==> src/rtl/voting_pkg.sv <==
`default_nettype none
// ----------------------------------------------------------------------------
// Module   : voting_pkg
// Brief    : Shared poll-session state encoding and candidate constants.
// Revision : 1.0
// ----------------------------------------------------------------------------
package voting_pkg;

    typedef enum logic [1:0] {
        IDLE = 2'd0,
        OPEN = 2'd1,
        SCAN = 2'd2,
        DONE = 2'd3
    } state_t;

    localparam int CAND_NONE = 0;

endpackage
`default_nettype wire

==> src/rtl/vote_counter_sat.sv <==
`default_nettype none
// ----------------------------------------------------------------------------
// Module   : vote_counter_sat
// Brief    : CNT_W-bit saturating up-counter with sync clear and enable.
// Revision : 1.0
// ----------------------------------------------------------------------------
module vote_counter_sat #(
    parameter int CNT_W = 8
) (
    input  logic             clk,
    input  logic             rst,
    input  logic             clr,
    input  logic             inc,
    output logic [CNT_W-1:0] count,
    output logic             sat
);

    logic [CNT_W-1:0] r_count;

    assign count = r_count;
    assign sat   = &r_count;

    always_ff @(posedge clk) begin
        if (rst || clr) begin
            r_count <= '0;
        end else if (inc && !sat) begin
            r_count <= r_count + 1'b1;
        end
    end

endmodule
`default_nettype wire

==> src/rtl/voting_tally_n.sv <==
`default_nettype none
// ----------------------------------------------------------------------------
// Module   : voting_tally_n
// Brief    : NUM_CAND-candidate poll with saturating tallies, sequential
//            winner scan with tie detection and registered count read-back.
// Revision : 1.0
// ----------------------------------------------------------------------------
module voting_tally_n
    import voting_pkg::*;
#(
    parameter int NUM_CAND = 4,
    parameter int CNT_W    = 8,
    parameter int CAND_W   = $clog2(NUM_CAND + 1)
) (
    input  logic                    clk,
    input  logic                    rst,
    input  logic                    open_poll,
    input  logic                    close_poll,
    input  logic                    vote_valid,
    input  logic [CAND_W-1:0]       vote_cand,
    output logic                    vote_ready,
    output logic                    vote_reject,
    input  logic [CAND_W-1:0]       rd_cand,
    output logic [CNT_W-1:0]        rd_count,
    output logic [CNT_W+CAND_W-1:0] total_votes,
    output logic                    busy,
    output logic                    result_valid,
    output logic [CAND_W-1:0]       winner,
    output logic                    tie
);

    localparam int TOT_W = CNT_W + CAND_W;

    state_t                r_state;
    state_t                w_state_nxt;
    logic [CAND_W-1:0]     r_idx;
    logic [CAND_W-1:0]     r_winner;
    logic                  r_tie;
    logic [CNT_W-1:0]      r_best_cnt;
    logic                  r_reject;
    logic [CNT_W-1:0]      r_rd;
    logic [TOT_W-1:0]      r_total;

    logic [CNT_W-1:0]      w_tally [1:NUM_CAND];
    logic [NUM_CAND:1]     w_sat;
    logic [NUM_CAND:1]     w_inc;
    logic                  w_clear;
    logic                  w_hs;
    logic                  w_code_ok;
    logic                  w_sel_sat;
    logic                  w_accept;
    logic [CNT_W-1:0]      w_rd_cnt;
    logic [CNT_W-1:0]      w_scan_cnt;

    assign vote_ready   = (r_state == OPEN);
    assign busy         = (r_state == SCAN);
    assign result_valid = (r_state == DONE);
    assign vote_reject  = r_reject;
    assign rd_count     = r_rd;
    assign total_votes  = r_total;
    assign winner       = r_winner;
    assign tie          = r_tie;

    assign w_clear   = open_poll && ((r_state == IDLE) || (r_state == DONE));
    assign w_hs      = vote_valid && vote_ready;
    assign w_code_ok = (vote_cand != CAND_W'(CAND_NONE)) &&
                       (vote_cand <= CAND_W'(NUM_CAND));
    assign w_accept  = w_hs && w_code_ok && !w_sel_sat;

    // Tally lookups for the vote path, the read-back port and the scan.
    always_comb begin
        w_sel_sat  = 1'b0;
        w_rd_cnt   = '0;
        w_scan_cnt = '0;
        for (int i = 1; i <= NUM_CAND; i++) begin
            if (vote_cand == CAND_W'(i)) w_sel_sat  = w_sat[i];
            if (rd_cand   == CAND_W'(i)) w_rd_cnt   = w_tally[i];
            if (r_idx     == CAND_W'(i)) w_scan_cnt = w_tally[i];
        end
    end

    generate
        for (genvar g = 1; g <= NUM_CAND; g++) begin : g_cnt
            assign w_inc[g] = w_accept && (vote_cand == CAND_W'(g));
            vote_counter_sat #(
                .CNT_W (CNT_W)
            ) u_cnt (
                .clk   (clk),
                .rst   (rst),
                .clr   (w_clear),
                .inc   (w_inc[g]),
                .count (w_tally[g]),
                .sat   (w_sat[g])
            );
        end
    endgenerate

    always_ff @(posedge clk) begin
        if (rst) begin
            r_state <= IDLE;
        end else begin
            r_state <= w_state_nxt;
        end
    end

    always_comb begin
        w_state_nxt = r_state;
        case (r_state)
            IDLE:    if (open_poll)  w_state_nxt = OPEN;
            OPEN:    if (close_poll) w_state_nxt = SCAN;
            SCAN:    if (r_idx == CAND_W'(NUM_CAND)) w_state_nxt = DONE;
            DONE:    if (open_poll)  w_state_nxt = OPEN;
            default: w_state_nxt = IDLE;
        endcase
    end

    always_ff @(posedge clk) begin
        if (rst) begin
            r_idx      <= '0;
            r_winner   <= '0;
            r_tie      <= 1'b0;
            r_best_cnt <= '0;
            r_reject   <= 1'b0;
            r_rd       <= '0;
            r_total    <= '0;
        end else begin
            r_reject <= w_hs && !w_accept;
            r_rd     <= w_rd_cnt;

            if (w_clear) begin
                r_total <= '0;
            end else if (w_accept) begin
                r_total <= r_total + 1'b1;
            end

            case (r_state)
                OPEN: begin
                    if (close_poll) r_idx <= CAND_W'(1);
                end
                SCAN: begin
                    r_idx <= r_idx + 1'b1;
                    // Strictly-greater replacement keeps the lowest code on ties.
                    if (r_idx == CAND_W'(1)) begin
                        r_winner   <= CAND_W'(1);
                        r_best_cnt <= w_scan_cnt;
                        r_tie      <= 1'b0;
                    end else if (w_scan_cnt > r_best_cnt) begin
                        r_winner   <= r_idx;
                        r_best_cnt <= w_scan_cnt;
                        r_tie      <= 1'b0;
                    end else if (w_scan_cnt == r_best_cnt) begin
                        r_tie      <= 1'b1;
                    end
                end
                DONE: begin
                    if (open_poll) begin
                        r_winner <= '0;
                        r_tie    <= 1'b0;
                    end
                end
                default: ;
            endcase
        end
    end

endmodule
`default_nettype wire

==> config.mk <==
export PLATFORM = sky130hd
export DESIGN_NAME = voting_tally_n
export DESIGN_NICKNAME = d
export VERILOG_FILES = /design/src/rtl/voting_pkg.sv /design/src/rtl/vote_counter_sat.sv /design/src/rtl/voting_tally_n.sv
export SDC_FILE = /design/constraint.sdc
export NUM_CORES = 1
export LEC_CHECK = 0
export BUFFER_PORTS_ARGS = -buffer_cell sky130_fd_sc_hd__clkbuf_2
export CAP_MARGIN = 25
export CORE_MARGIN = 2
export CORE_UTILIZATION = 55
export CTS_BUF_LIST = sky130_fd_sc_hd__clkbuf_2
export DETAILED_ROUTE_END_ITERATION = 6
export PLACE_DENSITY = 0.75
export SETUP_SLACK_MARGIN = 0.4
export SKIP_CTS_REPAIR_TIMING = 1
export SYNTH_ARGS = -nofsm -noshare
export SYNTH_HDL_FRONTEND = slang
export SYNTH_SLANG_ARGS = --single-unit
==> constraint.sdc <==
create_clock -name clk -period 7 [get_ports clk]
set_input_delay 0.7 -clock clk [delete_from_list [all_inputs] [get_ports clk]]
set_output_delay 0.7 -clock clk [all_outputs]
set_load 0.005 [all_outputs]
**Word-level counts from Yosys, hierarchy flattened**

Cells that the tools add are included.

- Add/subtract/negate cells: 6
- Magnitude comparators: 2
- Equal/unequal tests: 22
- Mux-type cells: 29
- Reductions and logical operators: 38

Operators with widths:

| cell | count |
|---|---|
| $mux 8 | 10 |
| $add 8x1->8 const B | 4 |
| $reduce_and 8->1 | 4 |
| $eq 3x2->1 const B | 6 |
| $logic_and 1x1->1 | 14 |
| $mux 3 | 4 |
| $pmux 3 s2 | 2 |
| $add 11x1->11 const B | 1 |
| $eq 3x1->1 const B | 3 |
| $eq 3x3->1 const B | 3 |
| $reduce_and 3->1 | 3 |
| $eq 8x8->1 | 1 |
| $gt 8x8->1 | 1 |
| $mux 1 | 8 |
| $logic_not 1->1 | 6 |
| $mux 2 | 3 |
| $pmux 2 s3 | 1 |
| $reduce_bool 2->1 | 3 |
| $eq 2x2->1 const B | 2 |
| $ne 2x1->1 const B | 2 |
| $ne 2x2->1 const B | 2 |
| $ne 4x1->1 const B | 1 |
| $reduce_and 2->1 | 2 |
| $reduce_or 2->1 | 2 |
| other kinds (8) | 9 |

- Flip-flop bits (word level): 69
- Word-level logic and storage cells: 109

**Logic depth before layout (Yosys ltp)**

- Depth after elaboration: 10
- Mapped depth: 14

**Cells and area by module**

Synthesis repeated with hierarchy kept, for this count alone.

- Cell total of the unflattened synthesis: 507
- Area total of the unflattened synthesis: 4,176.5 um^2

By module, submodules not included:

| module | instances | cells an instance | area each (um^2) | sequential area each (um^2) |
|---|---|---|---|---|
| voting_tally_n | 1 | 311 | 2,474.9 | 740.7 |
| vote_counter_sat | 4 | 49 | 425.4 | 160.2 |

**Worst setup path before layout**

Ideal clock, no wire load.

- Path type: register to register
- Start point: register r_idx[2]
- End point: register r_best_cnt[0]
- Setup time: 0.123 ns
- Arrival time: 3.130 ns
- Data required time: 6.877 ns
- Slack: 3.747 ns
- Stages on the path, launching flop included: 15
- Clock period less this slack: 3.253 ns
- Cells stage by stage: dfxtp_1 clkbuf_1 inv_1 ha_1 clkbuf_1 clkbuf_1 a21oi_1 a221oi_1 a221o_1 ha_1 nor2b_1 o211ai_1 a21o_1 a21oi_2 mux2_1

- Cells in the longest elaborated chain, start to end: 8
- Elaborated cells on any way between the ends: 13

RTL lines:

| what | RTL line | RTL |
|---|---|---|
| start: declaration | voting_tally_n.sv:36 | `logic [CAND_W-1:0] r_idx;` |
| start signal: assignment | voting_tally_n.sv:141 | `r_idx <= r_idx + 1'b1;` |
| $eq 3x1->1 | voting_tally_n.sv:78 | `if (r_idx == CAND_W'(i)) w_scan_cnt = w_tally[i];` |
| $mux 8 (3 in a row) | voting_tally_n.sv:78 |  |
| $mux 8 * | voting_tally_n.sv:78 |  |
| net w_scan_cnt[1] | voting_tally_n.sv:53 | `logic [CNT_W-1:0] w_scan_cnt;` |
| $gt 8x8->1 * | voting_tally_n.sv:147 | `end else if (w_scan_cnt > r_best_cnt) begin` |
| $reduce_bool 2->1 (no line) * | - |  |
| $reduce_and 2->1 (no line) * | - |  |
| end signal: assignment | voting_tally_n.sv:145 | `r_best_cnt <= w_scan_cnt;` |
| end signal: assignment | voting_tally_n.sv:149 | `r_best_cnt <= w_scan_cnt;` |
| end: declaration | voting_tally_n.sv:39 | `logic [CNT_W-1:0] r_best_cnt;` |

Mark *: on every way through the listed nets, which the timed path passes. The rest lies on a longest branch. The select of a mux whose other input is x is not followed.
A chain may end at the register's enable or synchronous reset.

**Worst setup path in the final report**

Same ends and word-level chain as after synthesis.

==> results.txt <==
----------------------------------------------------
[Status]
  Result of the run ... completed

[Clocking]
  Clock tree from TritonCTS ... built
  Clock-pin slew on the worst setup and hold paths ... between 0.2 and 0.25 ns
  CTS Buffer Depth ... 2
  Number of buffers added by the clock tree synthesis step ... 9
  Master cell of the clock root buffer ... sky130_fd_sc_hd__clkbuf_2
  H-tree depth ... 3
  Source-to-sink clock delay at the later pin of the worst-skew pair ... ~0.54 ns
  Clock Sink Count ... 69

[Place]
  I/O Buffers ... 37
  GP Congestion ... just under 0.9
  HPWL reported at the end of detailed placement ... 7364 um

[Global routing]
  GRT busiest layer ... met2
  Vias in the first global route ... 3,513
  Final global-route overflow total ... 0
  Pin count of the biggest net entering global routing ... 40
  First-pass GRT wire length ... 16,680 um
  Met3 track demand over resource ... 4.896%
  Fraction of met1 tracks used by global routing ... 33.23%
  Met2 GRT Util ... between 30% and 40%
  Initial antenna violation count ... 0
  GRT Resource Usage Total ... 24.86%

[STA]
  Setup repair after global routing missed its margin ... no
  Relative slew slack ... 46.93%
  Min Tclk post-route ... 3.596 ns
  Post-Route Setup TNS ... 0 ns
  Skew final ... 0.02890 ns
  Maximum clock frequency ... 0.2781 GHz
  Setup Viol. Count Final ... 0
  Worst-margin pin slew ... between 0.7 and 0.8 ns
  Worst hold-check slack ... 0.4903 ns
  Final hold vios ... 0
  Number of max-slew violations in the final report ... 0
  Period Utilization, post-route ... roughly 50%

[Drt]
  Number of remaining DRC errors ... 0
  First drt pass iteration count ... 5
  Average vias per placed instance ... 5.995
  Via total after detailed routing ... 3,735
  Routed wire per std cell ... ~16 um
  Number of antenna-violating nets in the routed design ... 0
  Iteration-0 DRC Markers ... 260
  Total wire length after detailed routing ... about 9900 um

[Yosys]
  Synth Area in Adders ... around 7%
  Netlist area before placement ... 0.004172 mm^2
  Main combinational cell family by area after synthesis ... simple AND/OR/NAND/NOR gates
  Syn Inst Count ... 498
  Area fraction of the dominant cell type after synthesis ... 33.11%
  Top FF cell, synth ... sky130_fd_sc_hd__dfxtp_1
  Most area-consuming cells after synthesis ... sky130_fd_sc_hd__dfxtp_1, sky130_fd_sc_hd__ha_1, sky130_fd_sc_hd__nor2_1
  Fraction of synthesized cell area in xor and xnor cells ... 3.779%
  Multiplexer fraction of the synthesized cell area ... between 6 and 7%
  Share of flip-flops with an asynchronous set or reset ... 0%
  Synthesis Warnings ... 0
  Number of flops mapped to enable cells by yosys ... 0
  Post-synth net total ... about 530
  Netlist cell types ... between 60 and 70
  Synth area leader ... sky130_fd_sc_hd__dfxtp_1
  Fraction of the yosys area taken by sequential cells ... about a third
  FF+latch count, synth ... 69
  Basic-gate share of the synthesized area counting and, or, nand and nor cells ... about a quarter
  Synth Area in Compound Gates ... 17.73%
  Mean Syn Cell Area ... 8.377 um^2

[Critical path]
  Required time of the critical path ... 7.45 ns
  Largest fanout of any net on the critical path ... 17
  CP startpoint kind ... flip-flop
  Type of the setup path with the least slack ... flip-flop to flip-flop
  Data arrival time of the critical path ... between 4 and 5 ns
  CP Capture Type ... flip-flop

[Die]
  Chip Width ... roughly 91 um
  Placeable core region ... 0.007292 mm^2
  Initial standard-cell utilization of the core ... 57.21%
  Die Y-Extent ... 91.09 um
  Number of placement rows ... 31
  Die area ... 0.008297 mm^2
  I/O pins ... 38

[Finish]
  Area grow syn2layout ... 6.839%
  Most frequent cells in the layout ... sky130_fd_sc_hd__dfxtp_1, sky130_fd_sc_hd__nor2_1, sky130_fd_sc_hd__clkbuf_2, sky130_fd_sc_hd__a21oi_1, sky130_fd_sc_hd__inv_1
  Fraction of final layout cells with drive strength greater than 1 ... 15.27%
  Nets ... 553
  Antenna diode count ... 0
  Commonest non-fill, non-tap cell in the layout ... sky130_fd_sc_hd__dfxtp_1

[Job]
  Max-cap violation count ... 0

[Power]
  Leak pwr ... 1.596 nW
  IR drop worst, VDD ... 124.3 uV
  Power density relative to cell area ... 196.1 mW/mm^2

[Min path]
  Class of the worst hold path ... flip-flop to flip-flop

----------------------------------------------------
area by class of cell:
class / instances / area, um^2
well taps: 99 / 123.9
flip-flops and latches: 69 / 1381
clock inverters: 6 / 48.80
multi-input cells: 372 / 2547
fillers: 712 / 2835
clock buffers: 10 / 50.05
repair buffers: 39 / 200.2
inverters: 28 / 105.1
cell families (layout without fill, tap and decap cells):
family                     after synthesis  in the layout
buffers and inverters                   57             83
AOI/OAI and AO/OA                      108            108
DFF                                     69             69
adders and majority gates               23             23
xor gates and xnor gates                18             18
muxes                                   26             26
and+or+nand+nor                        197            197
worst max-delay path, stage by stage, from the launching register on:
cell                      delay [ns]
sky130_fd_sc_hd__dfxtp_1        0.64
sky130_fd_sc_hd__inv_1          0.13
sky130_fd_sc_hd__ha_1           0.41
sky130_fd_sc_hd__nor2b_1        0.31
sky130_fd_sc_hd__a221o_1        0.36
sky130_fd_sc_hd__ha_1           0.33
sky130_fd_sc_hd__nand2_1        0.05
sky130_fd_sc_hd__o21ai_0        0.33
sky130_fd_sc_hd__nor2_1         0.10
sky130_fd_sc_hd__a21oi_2        0.48
sky130_fd_sc_hd__mux2_1         0.37
path summary, 6_finish.rpt:
check / endpoint / depth (start not counted) / start / slack (ns)
hold / removal: r_best_cnt[3] / 2 / r_best_cnt[3] / 0.49
setup reg to reg: r_best_cnt[0] / 10 / r_idx[2] / 3.40
setup / recovery: r_best_cnt[0] / 10 / r_idx[2] / 3.40
hold reg to reg: r_best_cnt[3] / 2 / r_best_cnt[3] / 0.49
per-layer routing:
metal  vias up  routed length [um]
li1       1840                   -
met1      1747                4569
met2       129                4591
met3        19                 549
met4         0                 218
met5         -                   0
report_power, final:
group | total, mW | switching [mW] | internal [mW]
Combinational | 0.244 | 0.155 | 0.0895
Clock | 0.208 | 0.158 | 0.0501
Sequential | 0.422 | 0.0141 | 0.408
cells in the mapped netlist (2+ instances only):
cell                       number
sky130_fd_sc_hd__or3_1          3
sky130_fd_sc_hd__and2_1         3
sky130_fd_sc_hd__a221o_1        7
sky130_fd_sc_hd__o21a_1         5
sky130_fd_sc_hd__or4_1          4
sky130_fd_sc_hd__nand3b_1       9
sky130_fd_sc_hd__o31ai_1        3
sky130_fd_sc_hd__nand2b_1      21
sky130_fd_sc_hd__inv_1         28
sky130_fd_sc_hd__nor2_1        59
sky130_fd_sc_hd__or4bb_1        2
sky130_fd_sc_hd__nor3_1         7
sky130_fd_sc_hd__a31oi_1        4
sky130_fd_sc_hd__nand4_1       10
sky130_fd_sc_hd__xnor2_1       14
sky130_fd_sc_hd__xor2_1         4
sky130_fd_sc_hd__mux2_2        11
sky130_fd_sc_hd__and3_1        10
sky130_fd_sc_hd__ha_1          23
sky130_fd_sc_hd__o21ai_1        3
sky130_fd_sc_hd__a21oi_1       39
sky130_fd_sc_hd__nor3_2         2
sky130_fd_sc_hd__dfxtp_1       69
sky130_fd_sc_hd__a31o_2         2
sky130_fd_sc_hd__a31o_1         2
sky130_fd_sc_hd__nor4_1         9
sky130_fd_sc_hd__nand2_1       24
sky130_fd_sc_hd__mux2i_1       14
sky130_fd_sc_hd__or2_2          2
sky130_fd_sc_hd__nor3b_1        3
sky130_fd_sc_hd__nor2b_1        6
sky130_fd_sc_hd__a21o_1         3
sky130_fd_sc_hd__a221oi_1       9
sky130_fd_sc_hd__nand3_1       13
sky130_fd_sc_hd__clkbuf_1      24
sky130_fd_sc_hd__o211ai_1       2
sky130_fd_sc_hd__o41ai_1        2
sky130_fd_sc_hd__a22oi_1        8
sky130_fd_sc_hd__o21ai_0       10
sequential cells by signal, indices dropped and copies added, names as in the netlist:
register / count
r_idx: 3
tie: 1
vote_reject: 1
total_votes: 11
r_best_cnt: 8
r_state: 2
winner: 3
g_cnt.u_cnt.count: 32
rd_count: 8
per-stage QoR:
| step | power (mW) | utilization [%] | worst slack [ns] | instance area, um^2 | cells |
|---|---|---|---|---|---|
| after floorplan | 0.6132 | - | 3.747 | 4172 | 498 |
| after global placement | 0.6652 | 59.76 | 3.676 | 4358 | 607 |
| after detailed placement | 0.6718 | 59.76 | 3.526 | 4358 | 607 |
| after CTS | 0.8806 | 61.12 | 3.480 | 4457 | 623 |
| after global routing | 0.9292 | 61.12 | 3.168 | 4457 | 623 |
| final | 0.8742 | 61.12 | 3.404 | 4457 | 623 |
No activity file was read; power rests on OpenSTA's default activity.
